--- config.mk ---
export PLATFORM = sky130hd
export DESIGN_NAME = dm_port_arbiter
export DESIGN_NICKNAME = d
export VERILOG_FILES = /design/src/rtl/dm_port_arbiter.sv
export SDC_FILE = /design/constraint.sdc
export NUM_CORES = 1
export LEC_CHECK = 0
export CAP_MARGIN = 5
export CELL_PAD_IN_SITES_DETAIL_PLACEMENT = 1
export CELL_PAD_IN_SITES_GLOBAL_PLACEMENT = 1
export CORE_AREA = 2 2 85 95
export DETAILED_ROUTE_END_ITERATION = 6
export DIE_AREA = 0 0 87 97
export PLACE_DENSITY = 0.72
export SLEW_MARGIN = 0
export SYNTH_ARGS = -nofsm -noshare
export SYNTH_HDL_FRONTEND = slang
export SYNTH_SLANG_ARGS = --single-unit
export TNS_END_PERCENT = 5
--- constraint.sdc ---
create_clock -name clk -period 2.15 [get_ports clk]
set_input_delay 0.215 -clock clk [delete_from_list [all_inputs] [get_ports clk]]
set_output_delay 0.215 -clock clk [all_outputs]
set_load 0.1 [all_outputs]
--- src/rtl/dm_port_arbiter.sv ---
// dm_port_arbiter
// Shares the single-port data memory between the processor core and the
// loader/debug port. Round-robin arbitration with optional locked bursts of
// up to MAX_BURST grants. Grants are combinational. Read data from the memory
// arrives one cycle after the grant and is steered back with a registered
// per-requester valid. A saturating counter records cycles in which any
// request was denied.
module dm_port_arbiter #(
  parameter int AW        = 8,
  parameter int DW        = 8,
  parameter int MAX_BURST = 4,
  parameter int CW        = 16
) (
  input  logic          clk,
  input  logic          reset,
  // core port
  input  logic          c_req,
  input  logic          c_we,
  input  logic [AW-1:0] c_addr,
  input  logic [DW-1:0] c_wdata,
  input  logic          c_lock,
  output logic          c_gnt,
  output logic          c_rvalid,
  output logic [DW-1:0] c_rdata,
  // loader port
  input  logic          l_req,
  input  logic          l_we,
  input  logic [AW-1:0] l_addr,
  input  logic [DW-1:0] l_wdata,
  input  logic          l_lock,
  output logic          l_gnt,
  output logic          l_rvalid,
  output logic [DW-1:0] l_rdata,
  // memory port
  output logic          m_en,
  output logic          m_we,
  output logic [AW-1:0] m_addr,
  output logic [DW-1:0] m_wdata,
  input  logic [DW-1:0] m_rdata,
  // statistics
  output logic [CW-1:0] stall_cnt
);

  // Burst counter only has to reach MAX_BURST-1 before the burst is closed.
  localparam int BCW = $clog2(MAX_BURST);
  localparam logic [BCW-1:0] BURST_LAST = BCW'(MAX_BURST - 1);

  localparam logic SRC_CORE   = 1'b0;
  localparam logic SRC_LOADER = 1'b1;

  typedef enum logic [1:0] {
    ST_ARB     = 2'd0,
    ST_BURST_C = 2'd1,
    ST_BURST_L = 2'd2
  } state_t;

  state_t           state_q, state_d;
  logic             last_q, last_d;
  logic [BCW-1:0]   burst_cnt_q, burst_cnt_d;
  logic             c_rvalid_q, l_rvalid_q;
  logic [CW-1:0]    stall_q, stall_d;
  logic             deny;

  // Saturating increment: the counter sticks at all-ones instead of wrapping.
  function automatic logic [CW-1:0] sat_inc(input logic [CW-1:0] v);
    if (v == {CW{1'b1}}) begin
      return v;
    end
    return v + CW'(1);
  endfunction

  // Grant decision: at most one winner per cycle, nothing while in reset.
  always_comb begin
    c_gnt = 1'b0;
    l_gnt = 1'b0;
    if (!reset) begin
      unique case (state_q)
        ST_BURST_C: begin
          // Burst owner keeps priority; the loader fills any gap immediately.
          if (c_req) begin
            c_gnt = 1'b1;
          end else if (l_req) begin
            l_gnt = 1'b1;
          end
        end
        ST_BURST_L: begin
          if (l_req) begin
            l_gnt = 1'b1;
          end else if (c_req) begin
            c_gnt = 1'b1;
          end
        end
        default: begin
          // Round robin: on a tie the side that did not win last goes first.
          if (c_req && l_req) begin
            if (last_q == SRC_LOADER) begin
              c_gnt = 1'b1;
            end else begin
              l_gnt = 1'b1;
            end
          end else begin
            c_gnt = c_req;
            l_gnt = l_req;
          end
        end
      endcase
    end
  end

  // Memory mux: forward the winner's command, drive zeros when idle.
  always_comb begin
    m_en    = c_gnt | l_gnt;
    m_we    = 1'b0;
    m_addr  = '0;
    m_wdata = '0;
    if (c_gnt) begin
      m_we    = c_we;
      m_addr  = c_addr;
      m_wdata = c_wdata;
    end else if (l_gnt) begin
      m_we    = l_we;
      m_addr  = l_addr;
      m_wdata = l_wdata;
    end
  end

  // Next-state logic for arbitration state, round-robin pointer and burst length.
  always_comb begin
    state_d     = state_q;
    last_d      = last_q;
    burst_cnt_d = burst_cnt_q;
    if (c_gnt) begin
      last_d = SRC_CORE;
      if (state_q == ST_BURST_C) begin
        if (!c_lock || (burst_cnt_q == BURST_LAST)) begin
          state_d     = ST_ARB;
          burst_cnt_d = '0;
        end else begin
          burst_cnt_d = burst_cnt_q + BCW'(1);
        end
      end else if (state_q == ST_ARB) begin
        if (c_lock) begin
          state_d     = ST_BURST_C;
          burst_cnt_d = BCW'(1);
        end
      end else begin
        // Loader burst interrupted by a core grant.
        state_d     = ST_ARB;
        burst_cnt_d = '0;
      end
    end else if (l_gnt) begin
      last_d = SRC_LOADER;
      if (state_q == ST_BURST_L) begin
        if (!l_lock || (burst_cnt_q == BURST_LAST)) begin
          state_d     = ST_ARB;
          burst_cnt_d = '0;
        end else begin
          burst_cnt_d = burst_cnt_q + BCW'(1);
        end
      end else if (state_q == ST_ARB) begin
        if (l_lock) begin
          state_d     = ST_BURST_L;
          burst_cnt_d = BCW'(1);
        end
      end else begin
        // Core burst interrupted by a loader grant.
        state_d     = ST_ARB;
        burst_cnt_d = '0;
      end
    end else if (state_q != ST_ARB) begin
      // Nobody asked: any open burst is closed.
      state_d     = ST_ARB;
      burst_cnt_d = '0;
    end
  end

  // A cycle counts as a stall when any requester was left waiting.
  always_comb begin
    deny    = (c_req & ~c_gnt) | (l_req & ~l_gnt);
    stall_d = deny ? sat_inc(stall_q) : stall_q;
  end

  // Arbitration state registers.
  always_ff @(posedge clk) begin
    if (reset) begin
      state_q     <= ST_ARB;
      last_q      <= SRC_LOADER;
      burst_cnt_q <= '0;
    end else begin
      state_q     <= state_d;
      last_q      <= last_d;
      burst_cnt_q <= burst_cnt_d;
    end
  end

  // Read-return valids: a granted read produces data on the next cycle.
  always_ff @(posedge clk) begin
    if (reset) begin
      c_rvalid_q <= 1'b0;
      l_rvalid_q <= 1'b0;
    end else begin
      c_rvalid_q <= c_gnt & ~c_we;
      l_rvalid_q <= l_gnt & ~l_we;
    end
  end

  // Saturating stall counter.
  always_ff @(posedge clk) begin
    if (reset) begin
      stall_q <= '0;
    end else begin
      stall_q <= stall_d;
    end
  end

  // Both consumers see the memory read bus; each qualifies it with its own valid.
  assign c_rvalid  = c_rvalid_q;
  assign l_rvalid  = l_rvalid_q;
  assign c_rdata   = m_rdata;
  assign l_rdata   = m_rdata;
  assign stall_cnt = stall_q;

endmodule

=== Word level (Yosys, flattened, before mapping) ===
Index checks and enable logic that the tools add are counted.

* Register bits after elaboration: 23
* Latch bits: 0
* RAM bits: 0
* Memory bits (read-only): 0
* Bits of input ports: 48
* Output and inout port bits: 54
* Word-level logic and storage cells: 80
* Memories kept: 0

* Add/sub/neg operators: 2
* $mul: 0
* Divide/modulo/power cells: 0
* $lt $le $gt $ge: 0
* Equal/unequal tests: 9
* Shifts and indexed selects: 0
* Muxes and demuxes: 41
* Bitwise logic cells: 10
* Reductions and logical operators: 12

{| class="wikitable"
|+ Operators by type and width
! cell !! number
|-
| two-way mux 2 bit || 19
|-
| two-way mux 8 bit || 4
|-
| adder 16 x 1 -> 16 bit (second input constant) || 1
|-
| equality test 16 bit (second input constant) || 1
|-
| two-way mux 16 bit || 1
|-
| two-way mux 1 bit || 15
|-
| inequality test 5 x 4 -> 1 bit (second input constant) || 1
|-
| AND reduction 5 bit || 1
|-
| bitwise AND 1 bit || 4
|-
| equality test 2 bit (second input constant) || 2
|-
| inequality test 4 x 3 -> 1 bit (second input constant) || 1
|-
| inequality test 4 bit (second input constant) || 1
|-
| inverter 1 bit || 4
|-
| one-hot mux 1 bit (2 select lines) || 2
|-
| nonzero test 2 bit || 2
|-
| inequality test 3 x 2 -> 1 bit (second input constant) || 1
|-
| AND reduction 3 bit || 1
|-
| nonzero test 3 bit || 1
|-
| adder 2 x 1 -> 2 bit (second input constant) || 1
|-
| equality test 2 x 1 -> 1 bit (second input constant) || 1
|-
| logical NOT 1 bit || 2
|-
| logical NOT 2 bit || 1
|-
| logical OR 1 bit || 2
|-
| inequality test 2 bit (second input constant) || 1
|-
| other kinds (3) || 4
|}

=== Depth between registers and ports, before layout ===
* Depth in word-level cells: 8
* Mapped depth: 9
* Depth with buffers taken out: 8

=== Worst setup path after synthesis ===
No wires, ideal clock.

* Kind: register to output
* From: register state_q[0]
* To: output m_addr[0]
* Arrival: 3.208 ns
* Required time: 1.935 ns
* Slack: -1.273 ns
* Cell stages (with the launch flop): 8
* Path buffers: 1
* Cell sequence: dfxtp_1 inv_1 ha_1 nand2b_1 o221ai_4 inv_2 clkbuf_1 a22o_1

* Elaborated cells on any way between the ends: 8
* Those cells by class: 2 x eq/ne; 6 x mux

{| class="wikitable"
|+ RTL lines
! element !! line !! RTL
|-
| start, declared || 57 || <nowiki>state_t state_q, state_d;</nowiki>
|-
| start signal, assigned || 190 || <nowiki>state_q <= state_d;</nowiki>
|-
| equality test 2 bit or equality test 2 x 1 -> 1 bit (tied branches) || 77 || <nowiki>unique case (state_q)</nowiki>
|-
| one-hot mux 1 bit (2 select lines) (*) || 77 ||
|-
| two-way mux 1 bit (*) || 76 || <nowiki>if (!reset) begin</nowiki>
|-
| via c_gnt || 22 || <nowiki>output logic c_gnt,</nowiki>
|-
| two-way mux 8 bit (*) || 116 || <nowiki>if (c_gnt) begin</nowiki>
|-
| end, declared || 37 || <nowiki>output logic [AW-1:0] m_addr,</nowiki>
|}

Mark *: on every way through the listed nets, which the timed path passes. The rest lies on a longest branch.

=== Final worst setup path ===
* From: register state_q[0]
* To: output m_wdata[3]

* Word-level cells in the longest chain between the ends: 5
* Elaborated cells on any way between the ends: 8
* Those cells by class: 2 x eq/ne; 6 x mux

{| class="wikitable"
|+ Ends and longest elaborated chain
! element !! line !! RTL
|-
| equality test 2 bit or equality test 2 x 1 -> 1 bit (tied branches) || 77 ||
|-
| one-hot mux 1 bit (2 select lines) || 77 ||
|-
| two-way mux 1 bit || 76 ||
|-
| two-way mux 8 bit || 120 || <nowiki>end else if (l_gnt) begin</nowiki>
|-
| two-way mux 8 bit (*) || 116 ||
|-
| end, declared || 38 || <nowiki>output logic [DW-1:0] m_wdata,</nowiki>
|}

Mark *: on every way between the ends. The rest lies on a longest branch, timed or not.

==> results list <==
- Outcome: complete, but fails checks
* Failing checks: setup timing
* Multi-input gate area in the final layout: 1220 sq um
- TritonCTS built the clock tree.
- 102 I/O pins were placed.
- The total count of max-transition violations in the final report is 0.
* Post-Route Utilization: a little over two fifths
- For this configuration, the core starts out at a cell density of between 20% and 30%.
- Net count of the mapped netlist: 255
* Via count normalized by instance count: 5.21
- Synth Area in Compound Gates: a little under a third
* Setup TNS: -6020 ps
* Number of endpoints with negative hold slack in the final report: 0
* Clock network fraction of design power: between 10% and 20%
* Pint: 1.25 mW
- The number of placed instances, taps included, is roughly 370.
* DR DRC count: 0
- Critical Path End Type: output pin
- Ys flop type: sky130_fd_sc_hd__dfxtp_1
- The initial antenna violation count is 0.
- The design draws between 2 and 2.5 mW.
- Maximum operating frequency: 0.404 GHz
- Total routed wirelength: 6270 um
- FFs w/ async S/R, synth: 0%
- Across the whole layout, storage elements account for slightly below 500 sq um.
- Maximum clock insertion buffer count: 2
* Number of flops mapped to enable cells by yosys: 0
- From synthesis to final layout, the design area changed by 89.1%.
- Setup repair after global routing could not meet its margin everywhere.
- Once layout is complete, the cells apart from fillers number around 380.
- Area of the core region: 7390 sq um
- Hold WC Path Type: in -> out
- For this run, the number of Yosys warnings is 0.
- Clock skew on the completed layout was measured at 7.06 ps.
- The synthesized netlist contains 45 unique library cells.
- Number of storage elements in the synthesis netlist: 23
- Number of levels the H-tree was split into: 1
- Fillers: 836
* Half-perimeter wire length after placement: 4690 um
- After synthesis, the largest family of logic cells by area is compound AO/OA/AOI/OAI gates.
- The first global-routing pass estimated 10200 um of wire.
- Peak ir drop on the vdd network: between 0.4 and 0.5 mV
- Width of the chip: 87 um
* Nature of the critical path startpoint: flip-flop
- Power share of the combinational group: about two thirds
- Pre-Repair DR Iteration Count: 4
* Area after DPL: about 3000 sq um
* Via count: about 2000
- Summing the areas of all fa, ha and maj instances in the mapped netlist gives 5.24% of the synthesized area.
* Root cell of the clock tree: sky130_fd_sc_hd__clkbuf_8
* Slew Limit Headroom: between 70 and 80%
- The tightest hold path in the finished design has a slack of 430 ps.
- At the pin with the least slew margin, the transition time is ~360 ps.
* Number of setup violations in the final report: 32
- The count of buffers added on input and output ports is 77.
- Once routing completed, OpenROAD measured the worst setup slack at -325 ps.
- Mapped Area: 1670 sq um
- Clock insertion delay at the later pin of the skew report: 270 ps
- Cells after synthesis: 200
- The worst path uses 115% of the clock period.
- Average wire per cell in the routed design: 16.6 um
- Antenna diode instance count: 0
* Worst Hold Depth: 0
- The via count of the first global-routing pass is 2139.
* Number of max-cap violations: 0
* GRT Resource Usage Total: between 10% and 20%
- With fillers left out, the area of the finished cells amounts to 3160 sq um.
- In this run the power density over the cells is 740 nW/um^2.
- Multiplexer area fraction after synthesis: roughly 2.2%
- Number of core rows: 33
- Of the total power, the share spent switching nets is 46.3%.
- Number of CTS-inserted buffers: 3
* Reg power frac: 20.5%
- TritonCTS Sinks: 23
- Total of hold buffers inserted after clock tree synthesis: 0
- Post-Synth Simple-Gate Area: between 20% and 30%
* Floorplan die area: 8440 sq um
- Averaged over all synthesized cells, the footprint is 8.35 sq um.
* Post-Place Worst Slack: -298 ps
- Summing the areas of all xor and xnor instances in the mapped netlist gives 0% of the synthesized area.
- Worst EP required: between 1500 and 2000 ps
- DRC violation total after the first TritonRoute iteration: 19
* Crit Path Class: reg -> out
- The count of nets left with antenna violations once routing finished came out at 0.
- NumNets Final: roughly 350
- STA puts the critical path data arrival time at around 2300 ps.
- Static Leak: 1.27 nW
* Share of the yosys chip area belonging to registers: between 20% and 30%
- Clock period minus final worst setup slack: 2480 ps
- Reg2reg path depth: 9
- Clock-pin slew was measured on the worst setup and hold paths at 80 ps.
- Max Fanout on Critical Path: 4
- Entering global routing, the biggest net connects 25 pins.
- Die Ht: ~97 um
- The analysis attributes to net switching a power of ~1.1 mW.
- The congestion estimate from routability-driven global placement came to just under 0.9.
- Cells with a size suffix above 1 make up 44.8% of the layout.
- Aggregate global routing overflow: 0
## kinds of logic (layout without fill, tap and decap cells)
logic type,after synthesis,in the layout
multiplexers,3,3
AO/OA/AOI/OAI,64,64
buffers and inverters,33,123
AND/OR/NAND/NOR,70,70
adder cells (fa/ha/maj),7,7
flip-flops,23,23
## critical path, cell delays in order (launching register included)
cell and delay, ps:
sky130_fd_sc_hd__dfxtp_2 340, sky130_fd_sc_hd__inv_2 60, sky130_fd_sc_hd__ha_4 270, sky130_fd_sc_hd__mux2_4 310, sky130_fd_sc_hd__o221ai_4 250, sky130_fd_sc_hd__inv_4 80
sky130_fd_sc_hd__nor2_4 120, sky130_fd_sc_hd__buf_6 140, sky130_fd_sc_hd__clkbuf_16 140, sky130_fd_sc_hd__a22o_4 120, sky130_fd_sc_hd__buf_12 160
## synth_stat cells (3+ instances only)
master	number	area share [%]
sky130_fd_sc_hd__ha_1	7	5.2
sky130_fd_sc_hd__o21ai_0	6	1.8
sky130_fd_sc_hd__dfxtp_1	23	28
sky130_fd_sc_hd__or3_1	3	1.1
sky130_fd_sc_hd__nand4_1	3	1.1
sky130_fd_sc_hd__nand3_1	9	2.7
sky130_fd_sc_hd__buf_2	4	1.2
sky130_fd_sc_hd__nor2_1	13	2.9
sky130_fd_sc_hd__or4_1	10	4.5
sky130_fd_sc_hd__o31ai_1	9	4.0
sky130_fd_sc_hd__a21oi_1	14	4.2
sky130_fd_sc_hd__buf_4	16	7.2
sky130_fd_sc_hd__nand2_1	13	2.9
sky130_fd_sc_hd__nor2b_1	5	1.9
sky130_fd_sc_hd__a22o_1	17	8.9
sky130_fd_sc_hd__inv_1	6	1.3
sky130_fd_sc_hd__clkbuf_1	6	1.3
## layout by cell type, fill, tap and decap left out, drive strengths merged, types with 3 or more instances in the layout
cell type / n
or4: 10
a22o: 17
mux2: 3
or3: 3
buf: 72
nand3: 9
nor2: 13
o21ai: 6
nand2: 13
o31ai: 9
clkdlybuf4s50: 39
clkbuf: 4
inv: 7
ha: 7
a21oi: 14
nand4: 3
nor2b: 5
dfxtp: 23
## power groups by stage
stage / sequential [mW] / clock (mW) / combinational, mW
after floorplan: 0.557 / 0 / 0.999
after global placement: 0.489 / 0 / 1.46
after detailed placement: 0.489 / 0 / 1.48
after CTS: 0.479 / 0.289 / 1.55
after global routing: 0.484 / 0.315 / 1.65
final: 0.480 / 0.278 / 1.58
## state kept, by name (all words and copies together) (netlist names)
register,flops
state_q,2
c_rvalid,1
stall_cnt,16
burst_cnt_q,2
last_q,1
l_rvalid,1
## worst paths after layout
path                 start             end  slack (ps)
max             state_q[0]      m_wdata[3]        -330
max reg2reg     state_q[0]  burst_cnt_q[0]        -210
min             m_rdata[7]      l_rdata[7]         430
min reg2reg  stall_cnt[15]   stall_cnt[15]         480
## routing by layer
| metal | up-vias | wire (um) | global-route usage [%] |
|---|---|---|---|
| met5 | - | 0 | 0 |
| met4 | 0 | 76 | 2.28 |
| met2 | 87 | 3290 | 27.7 |
| met1 | 937 | 2390 | 15.5 |
| li1 | 934 | - | - |
| met3 | 8 | 507 | 5.29 |
## area by class of cell
type	instances	area share (%)
clock buffer	3	1.31
tap	87	3.45
multi-input combinational	144	38.8
timing repair buffer	112	40.1
sequential	23	15.3
inverter	7	0.911
clock inverter	1	0.158
## repair_timing
| action | in CTS | in global routing |
|---|---|---|
| pin swaps | 3 | 7 |
| cloned | 1 | 1 |
| gates resized for setup | 8 | 4 |
| setup buffers | 4 | 1 |
| setup endpoints to repair | 38 | 39 |
(Power assumes the default switching activity.)
